[config.mk]
export PLATFORM = sky130hd
export DESIGN_NAME = branch_redirect_unit_flat
export DESIGN_NICKNAME = d
export VERILOG_FILES = /design/src/rtl/pipeline_pkg.sv /design/src/rtl/branch_redirect_unit_if.sv /design/src/rtl/branch_cond_cmp.sv /design/src/rtl/branch_redirect_unit.sv /design/src/flat_wrapper.sv
export SDC_FILE = /design/constraint.sdc
export NUM_CORES = 1
export LEC_CHECK = 0
export ABC_AREA = 1
export CAP_MARGIN = 20
export CORE_MARGIN = 2
export CORE_UTILIZATION = 48
export CTS_CLUSTER_DIAMETER = 50
export DETAILED_ROUTE_END_ITERATION = 6
export PLACE_DENSITY = 0.86
export SYNTH_ARGS = -nofsm -noshare
export SYNTH_HDL_FRONTEND = slang
export SYNTH_SLANG_ARGS = --single-unit
[constraint.sdc]
create_clock -name clk -period 8.8 [get_ports clk]
set_clock_uncertainty 0.2 [all_clocks]
set_input_delay 1.76 -clock clk [delete_from_list [all_inputs] [get_ports clk]]
set_output_delay 1.76 -clock clk [all_outputs]
set_load 0.005 [all_outputs]
[src/rtl/pipeline_pkg.sv]
// Shared pipeline definitions: MIPS control-flow opcodes/functs, redirect FSM
// state encoding, link-register default and the ID control-flow decoder.
package pipeline_pkg;

  localparam logic [5:0] OP_SPECIAL = 6'b000000;
  localparam logic [5:0] OP_J       = 6'b000010;
  localparam logic [5:0] OP_JAL     = 6'b000011;
  localparam logic [5:0] OP_BEQ     = 6'b000100;
  localparam logic [5:0] OP_BNE     = 6'b000101;
  localparam logic [5:0] OP_BLEZ    = 6'b000110;
  localparam logic [5:0] OP_BGTZ    = 6'b000111;

  localparam logic [5:0] FN_JR      = 6'b001000;
  localparam logic [5:0] FN_JALR    = 6'b001001;

  localparam logic [4:0] LINK_REG_DEFAULT = 5'd31;

  // Encoding base for the redirect FSM; IDLE must be the reset encoding.
  localparam logic RESET_STATE_IDLE = 1'b0;

  typedef enum logic [1:0] {
    ST_IDLE     = {1'b0, RESET_STATE_IDLE},
    ST_STALL    = {1'b0, ~RESET_STATE_IDLE},
    ST_REDIRECT = {1'b1, RESET_STATE_IDLE}
  } redirect_state_t;

  typedef struct packed {
    logic is_jump;     // j, jal, jr, jalr
    logic is_branch;   // beq, bne, blez, bgtz
    logic is_direct;   // j, jal: target from the instruction index
    logic needs_opnd;  // resolution depends on rs/rt
    logic is_link;     // jal, jalr
    logic link_rd;     // jalr: link destination taken from rd
  } ctrl_dec_t;

  function automatic ctrl_dec_t decode_ctrl(input logic [31:0] instr);
    ctrl_dec_t  d;
    logic [5:0] op;
    logic [5:0] fn;
    op = instr[31:26];
    fn = instr[5:0];
    d  = '0;
    unique case (op)
      OP_J:    begin d.is_jump = 1'b1; d.is_direct = 1'b1; end
      OP_JAL:  begin d.is_jump = 1'b1; d.is_direct = 1'b1; d.is_link = 1'b1; end
      OP_BEQ, OP_BNE, OP_BLEZ, OP_BGTZ: begin
        d.is_branch  = 1'b1;
        d.needs_opnd = 1'b1;
      end
      OP_SPECIAL: begin
        if (fn == FN_JR) begin
          d.is_jump    = 1'b1;
          d.needs_opnd = 1'b1;
        end else if (fn == FN_JALR) begin
          d.is_jump    = 1'b1;
          d.needs_opnd = 1'b1;
          d.is_link    = 1'b1;
          d.link_rd    = 1'b1;
        end
      end
      default: d = '0;
    endcase
    return d;
  endfunction

endpackage

[src/rtl/branch_redirect_unit_if.sv]
// ID-stage control-flow bus: ID instruction/operands in, redirect, flush,
// stall, link-write and statistics out. The unit uses the slave modport.
interface branch_redirect_unit_if;

  logic        id_valid;
  logic [31:0] id_instr;
  logic [31:0] id_pc_plus4;
  logic [31:0] rs_val;
  logic [31:0] rt_val;
  logic        opnd_ready;

  logic        ctrl_jump;
  logic [31:0] jump_to_where;
  logic        ctrl_branch;
  logic [31:0] branch_to_where;
  logic        flush_ifid;
  logic        id_kill;
  logic        stall_req;
  logic        link_we;
  logic [4:0]  link_addr;
  logic [31:0] link_data;
  logic [31:0] taken_cnt;
  logic [31:0] not_taken_cnt;

  modport master (
    output id_valid, id_instr, id_pc_plus4, rs_val, rt_val, opnd_ready,
    input  ctrl_jump, jump_to_where, ctrl_branch, branch_to_where,
           flush_ifid, id_kill, stall_req, link_we, link_addr, link_data,
           taken_cnt, not_taken_cnt
  );

  modport slave (
    input  id_valid, id_instr, id_pc_plus4, rs_val, rt_val, opnd_ready,
    output ctrl_jump, jump_to_where, ctrl_branch, branch_to_where,
           flush_ifid, id_kill, stall_req, link_we, link_addr, link_data,
           taken_cnt, not_taken_cnt
  );

endinterface

[src/rtl/branch_cond_cmp.sv]
// Branch condition evaluator for beq/bne/blez/bgtz on forwarded operands;
// any other opcode yields not-taken.
module branch_cond_cmp
  import pipeline_pkg::*;
(
  input  logic [5:0]  opcode,
  input  logic [31:0] rs_val,
  input  logic [31:0] rt_val,
  output logic        taken
);

  logic rs_eq_rt;
  logic rs_neg;
  logic rs_zero;

  assign rs_eq_rt = (rs_val == rt_val);
  assign rs_neg   = rs_val[31];
  assign rs_zero  = (rs_val == 32'd0);

  // NOTE: every output of a combinational block gets a default first, so no
  // path through the case can leave it unassigned and infer a latch.
  always_comb begin
    taken = 1'b0;
    unique case (opcode)
      OP_BEQ:  taken = rs_eq_rt;
      OP_BNE:  taken = ~rs_eq_rt;
      OP_BLEZ: taken = rs_neg | rs_zero;
      OP_BGTZ: taken = ~rs_neg & ~rs_zero;
      default: taken = 1'b0;
    endcase
  end

endmodule

[src/rtl/branch_redirect_unit.sv]
// ID-stage control-flow resolution: registered one-cycle redirect/flush/link
// pulses, operand-wait stall. Optional branch statistics under BRANCH_STATS_EN.
module branch_redirect_unit
  import pipeline_pkg::*;
#(
  parameter int LINK_REG = 31
) (
  input logic                  clk,
  input logic                  rst,
  branch_redirect_unit_if.slave bus
);

  redirect_state_t state;
  ctrl_dec_t       dec;

  logic        br_taken;
  logic        active;
  logic        wait_opnd;
  logic        resolve;
  logic        redirect;
  logic [31:0] br_target;
  logic [31:0] jmp_target;
  logic [4:0]  link_dst;

  assign dec = decode_ctrl(bus.id_instr);

  branch_cond_cmp u_cond_cmp (
    .opcode (bus.id_instr[31:26]),
    .rs_val (bus.rs_val),
    .rt_val (bus.rt_val),
    .taken  (br_taken)
  );

  // The instruction sitting in ID during REDIRECT is the wrong-path one being
  // killed, so nothing is decoded from it in that state.
  assign active    = (state != ST_REDIRECT) & bus.id_valid & (dec.is_jump | dec.is_branch);
  assign wait_opnd = active & dec.needs_opnd & ~bus.opnd_ready;
  assign resolve   = active & ~wait_opnd;
  assign redirect  = resolve & (dec.is_jump | (dec.is_branch & br_taken));

  assign bus.stall_req = wait_opnd;

  assign br_target  = bus.id_pc_plus4
                    + {{14{bus.id_instr[15]}}, bus.id_instr[15:0], 2'b00};
  assign jmp_target = dec.is_direct ? {bus.id_pc_plus4[31:28], bus.id_instr[25:0], 2'b00}
                                    : bus.rs_val;
  assign link_dst   = dec.link_rd ? bus.id_instr[15:11] : 5'(LINK_REG);

  // NOTE: sequential state uses non-blocking assignments only, so every
  // register samples the pre-edge values regardless of statement order.
  always_ff @(posedge clk or posedge rst) begin
    if (rst) begin
      state               <= ST_IDLE;
      bus.ctrl_jump       <= 1'b0;
      bus.ctrl_branch     <= 1'b0;
      bus.jump_to_where   <= '0;
      bus.branch_to_where <= '0;
      bus.flush_ifid      <= 1'b0;
      bus.id_kill         <= 1'b0;
      bus.link_we         <= 1'b0;
      bus.link_addr       <= '0;
      bus.link_data       <= '0;
    end else begin
      bus.ctrl_jump   <= 1'b0;
      bus.ctrl_branch <= 1'b0;
      bus.flush_ifid  <= 1'b0;
      bus.id_kill     <= 1'b0;
      bus.link_we     <= 1'b0;
      unique case (state)
        ST_IDLE, ST_STALL: begin
          if (redirect) begin
            state          <= ST_REDIRECT;
            bus.flush_ifid <= 1'b1;
            bus.id_kill    <= 1'b1;
            if (dec.is_jump) begin
              bus.ctrl_jump     <= 1'b1;
              bus.jump_to_where <= jmp_target;
            end else begin
              bus.ctrl_branch     <= 1'b1;
              bus.branch_to_where <= br_target;
            end
            if (dec.is_link) begin
              bus.link_we   <= 1'b1;
              bus.link_addr <= link_dst;
              bus.link_data <= bus.id_pc_plus4;
            end
          end else if (wait_opnd) begin
            state <= ST_STALL;
          end else begin
            state <= ST_IDLE;
          end
        end
        ST_REDIRECT: state <= ST_IDLE;
        default:     state <= ST_IDLE;
      endcase
    end
  end

`ifdef BRANCH_STATS_EN
  // Saturating counters of resolved conditional branches; jumps not counted.
  always_ff @(posedge clk or posedge rst) begin
    if (rst) begin
      bus.taken_cnt     <= '0;
      bus.not_taken_cnt <= '0;
    end else if (resolve && dec.is_branch) begin
      if (br_taken) begin
        if (bus.taken_cnt != 32'hFFFF_FFFF) bus.taken_cnt <= bus.taken_cnt + 32'd1;
      end else begin
        if (bus.not_taken_cnt != 32'hFFFF_FFFF) bus.not_taken_cnt <= bus.not_taken_cnt + 32'd1;
      end
    end
  end
`else
  assign bus.taken_cnt     = '0;
  assign bus.not_taken_cnt = '0;
`endif

endmodule

[src/flat_wrapper.sv]
// flat-port wrapper written by rule: the top's interface ports become plain ports
module branch_redirect_unit_flat import pipeline_pkg::*;
#(
  parameter int LINK_REG = 31
)
  (clk, rst, bus_id_valid, bus_id_instr, bus_id_pc_plus4, bus_rs_val, bus_rt_val, bus_opnd_ready, bus_ctrl_jump, bus_jump_to_where, bus_ctrl_branch, bus_branch_to_where, bus_flush_ifid, bus_id_kill, bus_stall_req, bus_link_we, bus_link_addr, bus_link_data, bus_taken_cnt, bus_not_taken_cnt);
  branch_redirect_unit_if bus_i ();
  input logic clk;
  input logic rst;
  input wire logic [$bits(bus_i.id_valid)-1:0] bus_id_valid;
  input wire logic [$bits(bus_i.id_instr)-1:0] bus_id_instr;
  input wire logic [$bits(bus_i.id_pc_plus4)-1:0] bus_id_pc_plus4;
  input wire logic [$bits(bus_i.rs_val)-1:0] bus_rs_val;
  input wire logic [$bits(bus_i.rt_val)-1:0] bus_rt_val;
  input wire logic [$bits(bus_i.opnd_ready)-1:0] bus_opnd_ready;
  output wire logic [$bits(bus_i.ctrl_jump)-1:0] bus_ctrl_jump;
  output wire logic [$bits(bus_i.jump_to_where)-1:0] bus_jump_to_where;
  output wire logic [$bits(bus_i.ctrl_branch)-1:0] bus_ctrl_branch;
  output wire logic [$bits(bus_i.branch_to_where)-1:0] bus_branch_to_where;
  output wire logic [$bits(bus_i.flush_ifid)-1:0] bus_flush_ifid;
  output wire logic [$bits(bus_i.id_kill)-1:0] bus_id_kill;
  output wire logic [$bits(bus_i.stall_req)-1:0] bus_stall_req;
  output wire logic [$bits(bus_i.link_we)-1:0] bus_link_we;
  output wire logic [$bits(bus_i.link_addr)-1:0] bus_link_addr;
  output wire logic [$bits(bus_i.link_data)-1:0] bus_link_data;
  output wire logic [$bits(bus_i.taken_cnt)-1:0] bus_taken_cnt;
  output wire logic [$bits(bus_i.not_taken_cnt)-1:0] bus_not_taken_cnt;
  assign bus_i.id_valid = bus_id_valid;
  assign bus_i.id_instr = bus_id_instr;
  assign bus_i.id_pc_plus4 = bus_id_pc_plus4;
  assign bus_i.rs_val = bus_rs_val;
  assign bus_i.rt_val = bus_rt_val;
  assign bus_i.opnd_ready = bus_opnd_ready;
  assign bus_ctrl_jump = bus_i.ctrl_jump;
  assign bus_jump_to_where = bus_i.jump_to_where;
  assign bus_ctrl_branch = bus_i.ctrl_branch;
  assign bus_branch_to_where = bus_i.branch_to_where;
  assign bus_flush_ifid = bus_i.flush_ifid;
  assign bus_id_kill = bus_i.id_kill;
  assign bus_stall_req = bus_i.stall_req;
  assign bus_link_we = bus_i.link_we;
  assign bus_link_addr = bus_i.link_addr;
  assign bus_link_data = bus_i.link_data;
  assign bus_taken_cnt = bus_i.taken_cnt;
  assign bus_not_taken_cnt = bus_i.not_taken_cnt;
  branch_redirect_unit #(.LINK_REG(LINK_REG)) u_core (.clk(clk), .rst(rst), .bus(bus_i));
endmodule
==> results_dict.tcl <==
set metrics [dict create \
    min_path_type "flop to flop" \
    drive_gt1_share_pct 3.96 \
    fin_cells 1555 \
    p_int_uw 951 \
    clk_latency_ns 0.35 \
    avgSynthCellArea_um2 6.93 \
    initial_utilization_pct 48.9 \
    drt_first_iter_violations 552 \
    antenna_found_initial 0 \
    multiInputGateArea_um2 4290 \
    ys_warn_count 0 \
    status "finished clean" \
    fmax_mhz 169 \
    hold_depth 2 \
    ios 303 \
    die-area_um2 17200 \
    netlist_area_um2 7740 \
    fin_nets 1496 \
    leakage_nw 5.40 \
    grt_usage_pct 29.3 \
    period_needed_ns 5.90 \
    ys_seq_area_share_pct 34.3 \
    dp_hpwl_mm 20.0 \
    synth_top_area_share_pct 34.3 \
    place_congestion 0.994 \
    crit_fanout 4 \
    hold_buffers 0 \
    core_um2 15800 \
    nFillCells 1411 \
    ir_drop_mv 0.0926 \
    synth.distinct_cells 30 \
    setup_viol 0 \
    portBuffers 238 \
    worstPathArrival_ns 3.94 \
    dieHeight_um 131 \
    slew_violations 0 \
    cts_setup_buffers 0 \
    cts.repair.resized 0 \
    final_core_util_pct 65.6 \
    dieWidth_um 131 \
    combPwrFrac_pct 25.1 \
    holdWs_ns 0.276 \
    synth_top_cell_by_area "dfrtp_1" \
    vias 8014 \
    fin_crit_sh_pct 67.1 \
    cts_buffers 9 \
    synthToLayoutAreaGrowth_pct 34.1 \
    rsz0062_at_grt "false" \
    cap_violations 0 \
    dp.cells 1539 \
    grt_max_degree 63 \
    clk_pin_slew_ns 0.07 \
    routed_via_density 5.15 \
    final_common_cell "nand2_1" \
    syn_inst 1118 \
    crit_type "primary input to primary output" \
    fp-row-count 46 \
    max_slew_margin_pct 39.8 \
    cts.sinks 106 \
    drt_pass1_iterations 5 \
    grt_pass1_vias 7751 \
    cts_tree "built" \
    clkPwrFrac_pct 36.1 \
    r2r_cells 9 \
    startpoint_type "primary input" \
    synth-seq-cells 106 \
    reg2reg_slack_ns 5.64 \
    grt_pass1_wl_mm 38.9 \
    setup.worst_path.end_class "primary output" \
    hold_violations 0 \
    seqPwrFrac_pct 38.8 \
    htree_levels 3 \
    p_sw_share_pct 28.7 \
    post_drt_wl_per_cell_um 16.5 \
    regArea_um2 2650 \
    crit_required_ns 6.84 \
    wl_mm 25.6 \
    cts_root_buf "clkbuf_16" \
    post-route-drc-count 0 \
    globalRouteOverflowTotal 0 \
    synthTopCellsByArea "dfrtp_1 (34%), nand2_1 (21%), buf_4 (6.5%)" \
    switching_power_uw 383 \
    n_antenna_cell 0 \
    mostFrequentLayoutCells "nand2_1 (443), clkdlybuf4s50_1 (238), dfrtp_1 (106)" \
    power-per-cell-area_nw_per_um2 129 \
    dpl_cell_area_um2 10000 \
    tightest_slew_ns 0.902 \
    design_area_um2 10400 \
    clockBufferDepth 2 \
    drtAntennaViolNets 0 \
    finalSetupTns_ns 0 \
]
## worst paths after layout
path                                         start                      endpoint
max                               bus_id_instr[29]                 bus_stall_req
min                        u_core.bus.link_addr[4]       u_core.bus.link_addr[4]
max reg2reg                  u_core.bus.flush_ifid  u_core.bus.jump_to_where[10]
min reg2reg                u_core.bus.link_addr[4]       u_core.bus.link_addr[4]
max in group asynchronous                      rst  u_core.bus.jump_to_where[31]
min in group asynchronous                      rst  u_core.bus.jump_to_where[24]
## power groups by stage
stage          sequential [mW]  combinational, mW  clock [mW]
4_1_cts                  0.518              0.333       0.486
5_1_grt                  0.520              0.373       0.497
6_report                 0.518              0.335       0.481
3_5_place_dp             0.527              0.330           0
2_1_floorplan            0.527              0.188           0
3_3_place_gp             0.527              0.326           0
## flip-flops by register name, summed over array words and instances (netlist names)
register and cells:
u_core.bus.link_data 32, u_core.bus.jump_to_where 32, u_core.bus.link_we 1, u_core.bus.ctrl_branch 1, u_core.bus.link_addr 5, u_core.state 1, u_core.bus.ctrl_jump 1, u_core.bus.branch_to_where 32
u_core.bus.flush_ifid 1
## Yosys cell counts
| cell | number |
|---|---|
| a21oi_1 | 27 |
| and2_1 | 2 |
| buf_1 | 2 |
| buf_2 | 14 |
| buf_4 | 67 |
| buf_6 | 2 |
| clkbuf_1 | 18 |
| conb_1 | 1 |
| dfrtp_1 | 106 |
| fa_1 | 1 |
| ha_1 | 29 |
| inv_1 | 100 |
| inv_2 | 2 |
| mux2_2 | 20 |
| nand2_1 | 443 |
| nand2_2 | 1 |
| nand3_1 | 34 |
| nand3b_1 | 3 |
| nand4_1 | 80 |
| nor2_1 | 78 |
| nor2_2 | 1 |
| nor2_4 | 1 |
| nor3_1 | 5 |
| o21a_1 | 1 |
| o21ai_0 | 30 |
| o21ai_1 | 1 |
| o21bai_1 | 5 |
| or2_2 | 2 |
| xnor2_1 | 29 |
| xor2_1 | 13 |
## stage by stage
step	total power [mW]	setup slack, ns
6_report	1.33	2.90
5_1_grt	1.39	2.71
4_1_cts	1.34	2.89
3_5_place_dp	0.857	2.81
3_3_place_gp	0.853	2.95
2_1_floorplan	0.716	4.05
## final cells by class
class                   count  share of cell area (%)
clock buffers              11                    2.34
clock inverters             5                    1.04
inverters                 102                    3.71
multi-input cells         870                    41.3
flip-flops and latches    106                    25.6
well taps                 216                    2.60
repair buffers            245                    23.5
## metal layers
layer,up-vias,share of wire (%),GRT usage [%]
li1,3873,-,-
met4,0,3.5,11.1
met2,392,48,49.7
met3,65,8.7,5.66
met5,-,0,0
met1,3684,40,37.0
## kinds of logic after synthesis
logic type / synth area share (%)
flip-flops: 34.3
multiplexers: 2.91
XOR/XNOR: 4.75
adder cells (fa/ha/maj): 4.94
buffers and inverters: 13.6
AO/OA/AOI/OAI: 4.33
AND/OR/NAND/NOR: 35.2
other: 0.0484
## worst max-delay path, cell delays in order
cell and delay (ns):
clkdlybuf4s50_1 0.42, nor2_1 0.23, nand2_1 0.09, nor2_1 0.14, nand4_1 0.21, a21oi_1 0.37
inv_1 0.10, nor2_1 0.10, clkdlybuf4s50_1 0.53
Power figures use the tool's default switching activity.
